<file path="src/rtl/ppu_vram_arbiter.sv">
// Shares the single PPU VRAM port between renderer fetches (always first) and CPU $2007 accesses.
// Define VRAM_ARB_STATS_EN to build the saturating stall_cnt counter; otherwise stall_cnt reads 0.
module ppu_vram_arbiter #(
    parameter int ADDR_W = 16,
    parameter int DATA_W = 8
) (
    input  logic              clk,
    input  logic              reset_n,
    input  logic              rend_active,
    input  logic [ADDR_W-1:0] rend_addr,
    output logic [DATA_W-1:0] rend_data,
    input  logic              cpu_req,
    input  logic              cpu_we,
    input  logic [ADDR_W-1:0] cpu_addr,
    input  logic [DATA_W-1:0] cpu_wdata,
    output logic              cpu_ack,
    output logic [DATA_W-1:0] cpu_rdata,
    output logic [ADDR_W-1:0] vram_addr,
    output logic              vram_we,
    output logic [DATA_W-1:0] vram_wdata,
    input  logic [DATA_W-1:0] vram_rdata,
    output logic              busy,
    output logic [15:0]       stall_cnt
);

    // state    | meaning
    // IDLE     | bus follows the renderer; a CPU request is taken in a cycle the renderer leaves free
    // CPU_ACC  | latched CPU access drives VRAM, unless the renderer reclaims the bus (abort)
    // CPU_DONE | ack pulse; read data for the CPU_ACC address arrives from VRAM this cycle
    typedef enum logic [1:0] {
        IDLE     = 2'd0,
        CPU_ACC  = 2'd1,
        CPU_DONE = 2'd2
    } state_t;

    state_t            state;
    state_t            state_nxt;
    logic [ADDR_W-1:0] a_q;
    logic              we_q;
    logic [DATA_W-1:0] wd_q;
    logic [DATA_W-1:0] rdata_q;
    logic              accept;
    logic              cpu_drive;

    always_ff @(posedge clk or negedge reset_n) begin
        if (!reset_n) begin
            state <= IDLE;
        end else begin
            state <= state_nxt;
        end
    end

    always_comb begin
        state_nxt = state;
        accept    = 1'b0;
        cpu_drive = 1'b0;
        cpu_ack   = 1'b0;
        case (state)
            IDLE: begin
                if (cpu_req && !rend_active) begin
                    accept    = 1'b1;
                    state_nxt = CPU_ACC;
                end
            end
            CPU_ACC: begin
                if (!rend_active) begin
                    cpu_drive = 1'b1;
                    state_nxt = CPU_DONE;
                end else begin
                    state_nxt = IDLE;
                end
            end
            CPU_DONE: begin
                cpu_ack   = 1'b1;
                state_nxt = IDLE;
            end
            default: state_nxt = IDLE;
        endcase
    end

    always_ff @(posedge clk or negedge reset_n) begin
        if (!reset_n) begin
            a_q     <= '0;
            we_q    <= 1'b0;
            wd_q    <= '0;
            rdata_q <= '0;
        end else begin
            if (accept) begin
                a_q  <= cpu_addr;
                we_q <= cpu_we;
                wd_q <= cpu_wdata;
            end
            if (cpu_ack && !we_q) begin
                rdata_q <= vram_rdata;
            end
        end
    end

    // Read data is bypassed during the ack cycle so it is valid alongside cpu_ack, then held in rdata_q.
    assign cpu_rdata  = (cpu_ack && !we_q) ? vram_rdata : rdata_q;

    assign vram_addr  = cpu_drive ? a_q : rend_addr;
    assign vram_we    = cpu_drive & we_q;
    assign vram_wdata = cpu_drive ? wd_q : '0;
    assign rend_data  = vram_rdata;
    assign busy       = (state != IDLE);

`ifdef VRAM_ARB_STATS_EN
    logic stall_inc;

    assign stall_inc = rend_active && (((state == IDLE) && cpu_req) || (state == CPU_ACC));

    always_ff @(posedge clk or negedge reset_n) begin
        if (!reset_n) begin
            stall_cnt <= '0;
        end else if (stall_inc && (stall_cnt != 16'hFFFF)) begin
            stall_cnt <= stall_cnt + 16'd1;
        end
    end
`else
    assign stall_cnt = '0;
`endif

endmodule

</file>
<file path="config.mk">
export PLATFORM = sky130hd
export DESIGN_NAME = ppu_vram_arbiter
export DESIGN_NICKNAME = d
export VERILOG_FILES = /design/src/rtl/ppu_vram_arbiter.sv
export SDC_FILE = /design/constraint.sdc
export NUM_CORES = 1
export LEC_CHECK = 0
export CAP_MARGIN = 10
export CORE_AREA = 2 2 76 78
export CTS_BUF_LIST = sky130_fd_sc_hd__clkbuf_8
export DETAILED_ROUTE_END_ITERATION = 12
export DIE_AREA = 0 0 78 80
export PLACE_DENSITY = 0.85
export SYNTH_ARGS = -nofsm -noshare
export SYNTH_HDL_FRONTEND = slang
export SYNTH_SLANG_ARGS = --single-unit
</file>
<file path="constraint.sdc">
create_clock -name clk -period 1.55 [get_ports clk]
set_input_delay 0.31 -clock clk [delete_from_list [all_inputs] [get_ports clk]]
set_output_delay 0.31 -clock clk [all_outputs]
set_load 0.005 [all_outputs]
</file>
-- After elaboration in Yosys (flattened, before gate mapping)
Cells that the tools add are included.
- equality and inequality tests: 3
- multiplexer cells: 11
- bitwise operators: 1
- reduce and logical (&&, ||, !) cells: 6
- operator list (operator ; count):
    two-way mux 16 bit ; 1
    two-way mux 8 bit ; 2
    two-way mux 1 bit ; 5
    two-way mux 2 bit ; 2
    case mux 2 bit (2 select lines) ; 1
    equality test 2 x 1 -> 1 bit, second input constant ; 1
    equality test 2 bit, second input constant ; 1
    logical AND 1 bit ; 2
    logical NOT 1 bit ; 2
    logical NOT 2 bit ; 1
    inequality test 2 bit, second input constant ; 1
    nonzero test 2 bit ; 1
    AND 1 bit ; 1
- flip-flop bits (word level): 35
- input bits: 53
- output and inout bits: 59
- logic and storage cells: 26

-- Longest topological paths before layout
Gate-level depths: netlist (run 1).
- depth in word-level cells: 4
- depth in mapped cells: 3
- gate-level depth less buffers: 2

-- Worst setup path after synthesis (run 1)
No wires, ideal clock.
- path type: reg2out
- start: register state[0]
- end: output port vram_addr[10]
- arrival: 1.312 ns
- data required time: 1.240 ns
- slack: -0.072 ns
- stages on the path, launching flop included: 4
- path buffers: 1
- path through: dfrtp_1 nor3b_4 buf_6 mux2_2
- word-level cells in the longest chain between the ends: 3
- RTL lines (item ; RTL line ; source):
    from (decl) ; 36 ; state_t state;
    from (signal assigned) ; 49 ; state <= state_nxt;
    equality test 2 x 1 -> 1 bit ; 58 ; case (state)
    two-way mux 1 bit ; 58 ;
    two-way mux 16 bit ; 102 ; assign vram_addr = cpu_drive ? a_q : rend_addr;
    to (decl) ; 18 ; output logic [ADDR_W-1:0] vram_addr,
No other way between the ends.

-- Worst setup path in the final report (run 1)
- start: register state[1]
- end: output port cpu_rdata[1]
- word-level cells in the longest chain between the ends: 4
- RTL lines (item ; RTL line ; source):
    equality test 2 bit ; 58 ;
    two-way mux 1 bit ; 58 ;
    logical AND 1 bit ; 100 ; assign cpu_rdata = (cpu_ack && !we_q) ? vram_rdata : rdata_q;
    two-way mux 8 bit ; n/a ;
    to (decl) ; 17 ; output logic [DATA_W-1:0] cpu_rdata,
No other way between the ends.

==> impl_metrics.csv, run 1 <==
group,metric,value,unit
layout,n_antenna_cell,0,
place,postPlaceCellArea,0.00287,mm²
yosys,synth_cells,127,
critical_path,crit_slowest_cell,"dfrtp_2",
status,status,"finished with violations",
power,cellPowerDensity,988,mW/mm²
grt,grt_max_degree,14,
critical_path,crit_buf_inv,4,
die,num_rows,27,
grt,grt_pass1_vias,1569,
die,die_x,78,µm
yosys,ys_seq_area_share,49.4,%
die,io_pins,112,
sta,fin_crit,1.97,ns
yosys,ys_seq_elements,35,
clock_tree,cts_tree,"yes",
critical_path,rr_startpoint,"state[1]$_DFFE_PN0P_",
power,ir_drop,0.567,mV
die,die_area,0.00624,mm²
clock_tree,cts_sinks,35,
sta,finalClockSkew,0.00561,ns
grt,grt_pass1_wl,7690,µm
layout,fin_area,0.00342,mm²
sta,fin_ws,-0.424,ns
sta,final-hold-violation-count,0,
routing,drtPass1Iterations,4,
layout,drive_gt1_share,55.5,%
clock_tree,cts-root-buf,"clkbuf_8",
routing,dr_total_vias,1392,
layout,num-nets-final,308,
layout,multi_input_area,941,µm²
routing,post_drt_wl_per_cell,15.1,µm
routing,drtIter0Drc,34,
sta,max_freq,507,MHz
place,place_inst,292,
grt,overflow,0,
routing,routed_via_density,4.24,
die,dieHeight,80,µm
yosys,syn_area,0.00177,mm²
yosys,yosys-top-cells-area,"dfrtp_1 49%, mux2_2 31%, buf_4 10%",
yosys,synth.largest_area_cell,"dfrtp_1",
critical_path,rrSetupSlack,-0.32,ns
yosys,yosysWarnings,0,
critical_path,crit_top_cell,"buf_6",
clock_tree,h-tree-depth,2,
layout,seq_area,878,µm²
sta,hold_ws,0.424,ns
critical_path,r2r-end,"a_q[12]$_DFFE_PN0P_",
routing,drt-total-wl,4940,µm
critical_path,worst_setup_path_end_kind,"output pin",
place,dp_hpwl,2990,µm
critical_path,worstPathRequired,1.24,ns
critical_path,worstRegToRegCells,8,
clock_tree,clk_latency,0.28,ns
layout,fillCellCount,431,
clock_tree,clkTransAtPathRegs,0.08,ns
place,place.port_buffers,95,
layout,syn_to_final_growth,92.6,%
routing,postRouteAntennaNets,0,
layout,layout_common_cells,"50 x clkdlybuf4s50_1, 49 x mux2_4, 45 x buf_6, 33 x dfrtp_1",
critical_path,cp_data_arrival_time,1.66,ns
worst_hold_path,hold_path.class,"in -> async",
power,power.leakage,1.63,nW
routing,drc_errors,0,
flow_run,drv_cap,0,
yosys,netlist-cell-type-count,12,
critical_path,path_cells,"buf_6 > nor3b_4 > buf_6 > buf_4 > mux2_4 > buf_6",
place,finalWeightedCongestion,0.651,
status,violations,"negative setup slack",
critical_path,worstPathMaxFanout,7,
power,p_total,3.37,mW
critical_path,startpoint_type,"register",
sta,setup_viol,62,
sta,finalCritPeriodShare,127,%
sta,grt_setup_unrepaired,"yes",
die,core,0.00541,mm²
grt,antenna_found_initial,0,
critical_path,worstSetupPathType,"reg -> out",
grt,grt.total_usage,16.2,%
clock_tree,cts_buffer_depth,2,
yosys,synth.avg_cell_area,14.0,µm²
sta,slew_viol_final,0,
layout,layout_commonest_cell,"clkdlybuf4s50_1",
clock_tree,numCtsBuffers,5,
die,start_util,32.8,%
layout,finalNonFillerCells,328,
yosys,synth_top_area_share,49.4,%
critical_path,critPathMaxStageDelay,0.43,ns
critical_path,cp_top_family,"buffers and inverters",
critical_path,cp.depth,6,
where the power goes:
| group | switching (mW) | total, mW | internal, mW |
|---|---|---|---|
| registers | 0.112 | 1.24 | 1.13 |
| clock network | 0.335 | 0.976 | 0.641 |
| logic | 0.325 | 1.16 | 0.833 |
cell families (layout without fill, tap and decap cells):
kind of cell  after synthesis  in the layout  share of synthesized area (%)
mux                        49             49                           31.1
flops                      35             35                           49.4
simple gates               14             14                           6.98
other cells                 1             16                          0.211
buf+inv                    28            142                           12.3
repair_timing:
action,in CTS,in global routing
endpoints found under the hold margin,10,0
setup buffers,20,10
gates cloned,5,0
setup endpoints to repair,68,62
hold buffers,1,0
pin swaps,8,2
resized for setup,219,25
cell type report:
| cell class | count | share of cell area (%) |
|---|---|---|
| multi-input combinational | 79 | 27.5 |
| tap | 72 | 2.64 |
| clock inverter | 3 | 1.98 |
| sequential | 35 | 25.7 |
| clock buffer | 5 | 2.01 |
| timing repair buffer | 134 | 40.1 |
through the flow:
| stage | TNS [ns] | utilization, % | setup slack, ns |
|---|---|---|---|
| 6_report | -19.93 | 63.2 | -0.424 |
| 5_1_grt | -23.39 | 63.2 | -0.493 |
| 3_5_place_dp | -31.29 | 53.0 | -0.789 |
| 4_1_cts | -24.27 | 63.3 | -0.496 |
| 2_1_floorplan | -1.54 | - | -0.0704 |
| 3_3_place_gp | -30.71 | 53.0 | -0.781 |
how the worst max path moves through the flow:
stage	from	end	slack, ns
2_1_floorplan	state[0]$_DFFE_PN0P_	vram_addr[10]	-0.07
3_3_place_gp	rend_active	vram_addr[0]	-0.78
3_5_place_dp	rend_active	vram_addr[3]	-0.79
4_1_cts	state[0]$_DFFE_PN0P_	vram_addr[5]	-0.50
5_1_grt	state[1]$_DFFE_PN0P_	cpu_rdata[4]	-0.49
6_report	state[1]$_DFFE_PN0P_	cpu_rdata[1]	-0.42
Yosys cell counts:
master / number
and2_1: 9
dfrtp_1: 35
conb_1: 1
nor2b_1: 1
or2_2: 1
nor4b_4: 1
nor3b_2: 1
buf_2: 1
mux2_2: 49
nor3b_4: 1
buf_6: 3
buf_4: 24
state kept, by name, indices dropped and copies added (netlist names):
signal and cells:
wd_q 8, state 2, we_q 1, rdata_q 8, a_q 16
worst register-to-register path: cells and delay by family (launching register included):
kind | cells | cell delay [ns]
buffers and inverters | 6 | 0.81
DFF | 1 | 0.43
muxes | 1 | 0.30
and+or+nand+nor | 1 | 0.22
routing by layer:
| layer | track usage [%] | vias to the layer above | part of all wire [%] |
|---|---|---|---|
| met5 | 0 | - | 0 |
| met4 | 5.26 | 0 | 0.28 |
| met3 | 3.96 | 4 | 6.8 |
| met2 | 29.3 | 67 | 53 |
| met1 | 18.9 | 668 | 40 |
| li1 | - | 653 | - |
Power figures use the tool's default switching activity.
==> inputs of run 2 (changes only) <==
Settings changed: RECOVER_POWER from default to 100.
==> impl_metrics.csv, run 2 (same netlist as run 1, synthesis figures left out) <==
group,metric,value,unit
status,status,"finished with violations",
status,violations,"negative setup slack",
grt,overflow,0,
die,die_x,78,µm
place,place.port_buffers,95,
power,clockPowerShare,28.9,%
sta,fin_ws,-0.423,ns
die,num_rows,27,
die,die_area,0.00624,mm²
sta,finalClockSkew,0.00612,ns
power,power.leakage,1.62,nW
sta,slew_viol_final,0,
critical_path,cp_data_arrival_time,1.66,ns
critical_path,worst_setup_path_end_kind,"output pin",
sta,finalCritPeriodShare,127,%
layout,n_antenna_cell,0,
die,start_util,32.8,%
flow_run,drv_cap,0,
power,cellPowerDensity,989,mW/mm²
routing,postRouteAntennaNets,0,
critical_path,worstPathMaxFanout,7,
clock_tree,cts_buffer_depth,2,
power,p_switching,0.771,mW
layout,fin_area,0.00341,mm²
layout,num-nets-final,308,
clock_tree,cts-root-buf,"clkbuf_8",
layout,layout_common_cells,"50 x clkdlybuf4s50_1, 49 x mux2_4, 45 x buf_6, 33 x dfrtp_1, 16 x conb_1",
layout,drive_gt1_share,55.1,%
routing,routed_via_density,4.26,
critical_path,worstPathRequired,1.24,ns
die,io_pins,112,
grt,grt_max_degree,14,
layout,seq_area,878,µm²
sta,final-hold-violation-count,0,
routing,post_drt_wl_per_cell,15.0,µm
grt,antenna_found_initial,0,
sta,slew_headroom,56.8,%
sta,grt_setup_unrepaired,"yes",
sta,hold_ws,0.502,ns
grt,grt.total_usage,16.2,%
die,dieHeight,80,µm
routing,dr_total_vias,1397,
critical_path,worstSetupPathType,"reg -> out",
sta,setup_viol,62,
place,postPlaceCellArea,0.00287,mm²
clock_tree,numCtsBuffers,5,
power,p_comb_share,34.3,%
power,p_sw_share,22.9,%
place,dp_hpwl,2990,µm
layout,final_core_util,63.1,%
layout,syn_to_final_growth,92.2,%
layout,regMostFlops,"a_q",
power,ir_drop,0.568,mV
sta,max_freq,507,MHz
power,intPower,2.60,mW
routing,drt-total-wl,4930,µm
layout,fillCellCount,434,
clock_tree,clk_latency,0.28,ns
power,sequentialPowerShare,36.8,%
sta,worst_pin_slew,0.649,ns
power,p_total,3.37,mW
routing,drc_errors,0,
layout,multi_input_area,941,µm²
die,core,0.00541,mm²
layout,reg_top3,"a_q (16), rdata_q (8), wd_q (8)",
clock_tree,clkTransAtPathRegs,0.08,ns
clock_tree,cts_tree,"yes",
clock_tree,h-tree-depth,2,
sta,fin_crit,1.97,ns
routing,drtPass1Iterations,4,
routing,drtIter0Drc,31,
layout,largest_reg_flops,16,
grt,grt_pass1_wl,7690,µm
place,dp_slack,-0.789,ns
critical_path,startpoint_type,"register",
grt,grt_pass1_vias,1569,
layout,layout_commonest_cell,"clkdlybuf4s50_1",
clock_tree,cts_sinks,35,
place,finalWeightedCongestion,0.651,
worst_hold_path,hold_path.class,"reg -> reg",
[run 2: changes by cell type in the layout (fill, tap and decap cells not counted), sizes merged]
cell | previous run | this run
buf | 74 | 71
clkbuf | 5 | 8
[run 2: area by class of cell]
| class | instances | area share, % |
|---|---|---|
| Timing Repair Buffer | 134 | 40.0 |
| Clock inverter | 3 | 1.98 |
| Clock buffer | 5 | 2.02 |
| Sequential cell | 35 | 25.8 |
| Multi-Input combinational cell | 79 | 27.6 |
| Tap cell | 72 | 2.64 |
[run 2: repair_timing]
item | CTS | global route
endpoints found under the hold margin | 10 | 0
cloned | 5 | 0
hold buffers | 1 | 0
resized for setup | 219 | 25
setup buffers | 20 | 10
pin swaps | 8 | 2
setup endpoints to repair | 68 | 62
[run 2: critical path: stages (launching register included)]
cell     delay [ns]
dfrtp_2        0.43
buf_6          0.12
nor3b_4        0.14
buf_6          0.13
buf_4          0.13
mux2_4         0.30
buf_6          0.12
[run 2: per-stage QoR]
step | TNS, ns | std cells
floorplan | -1.54 | 142
global placement | -30.71 | 292
detailed placement | -31.29 | 292
CTS | -24.27 | 326
global route | -23.39 | 328
finish | -19.90 | 328
[run 2: power groups by stage]
stage | Sequential [mW] | Clock [mW] | Combinational (mW)
after detailed placement | 1.24 | 0 | 0.904
after CTS | 1.23 | 1.01 | 1.11
final | 1.24 | 0.976 | 1.16
after global routing | 1.26 | 1.05 | 1.23
after global placement | 1.23 | 0 | 0.882
after floorplan | 1.21 | 0 | 0.454
[run 2: final timing paths]
| check | start | endpoint | slack, ns | cells after the start |
|---|---|---|---|---|
| worst min-delay path | wd_q[7]$_DFFE_PN0P_ | wd_q[7]$_DFFE_PN0P_ | 0.50 | 1 |
| worst max register to register | state[1]$_DFFE_PN0P_ | a_q[12]$_DFFE_PN0P_ | -0.32 | 8 |
| worst min register to register | wd_q[7]$_DFFE_PN0P_ | wd_q[7]$_DFFE_PN0P_ | 0.50 | 1 |
| worst max-delay path | state[1]$_DFFE_PN0P_ | cpu_rdata[1] | -0.42 | 6 |
| max in group asynchronous | reset_n | a_q[13]$_DFFE_PN0P_ | 0.24 | 3 |
| min in group asynchronous | reset_n | rdata_q[3]$_DFF_PN0_ | 0.55 | 2 |
[run 2: routing by layer]
metal	wire length (µm)	global-route usage (%)
met2	2620	29.3
met1	1960	18.9
met4	14	5.26
met3	337	3.96
met5	0	0
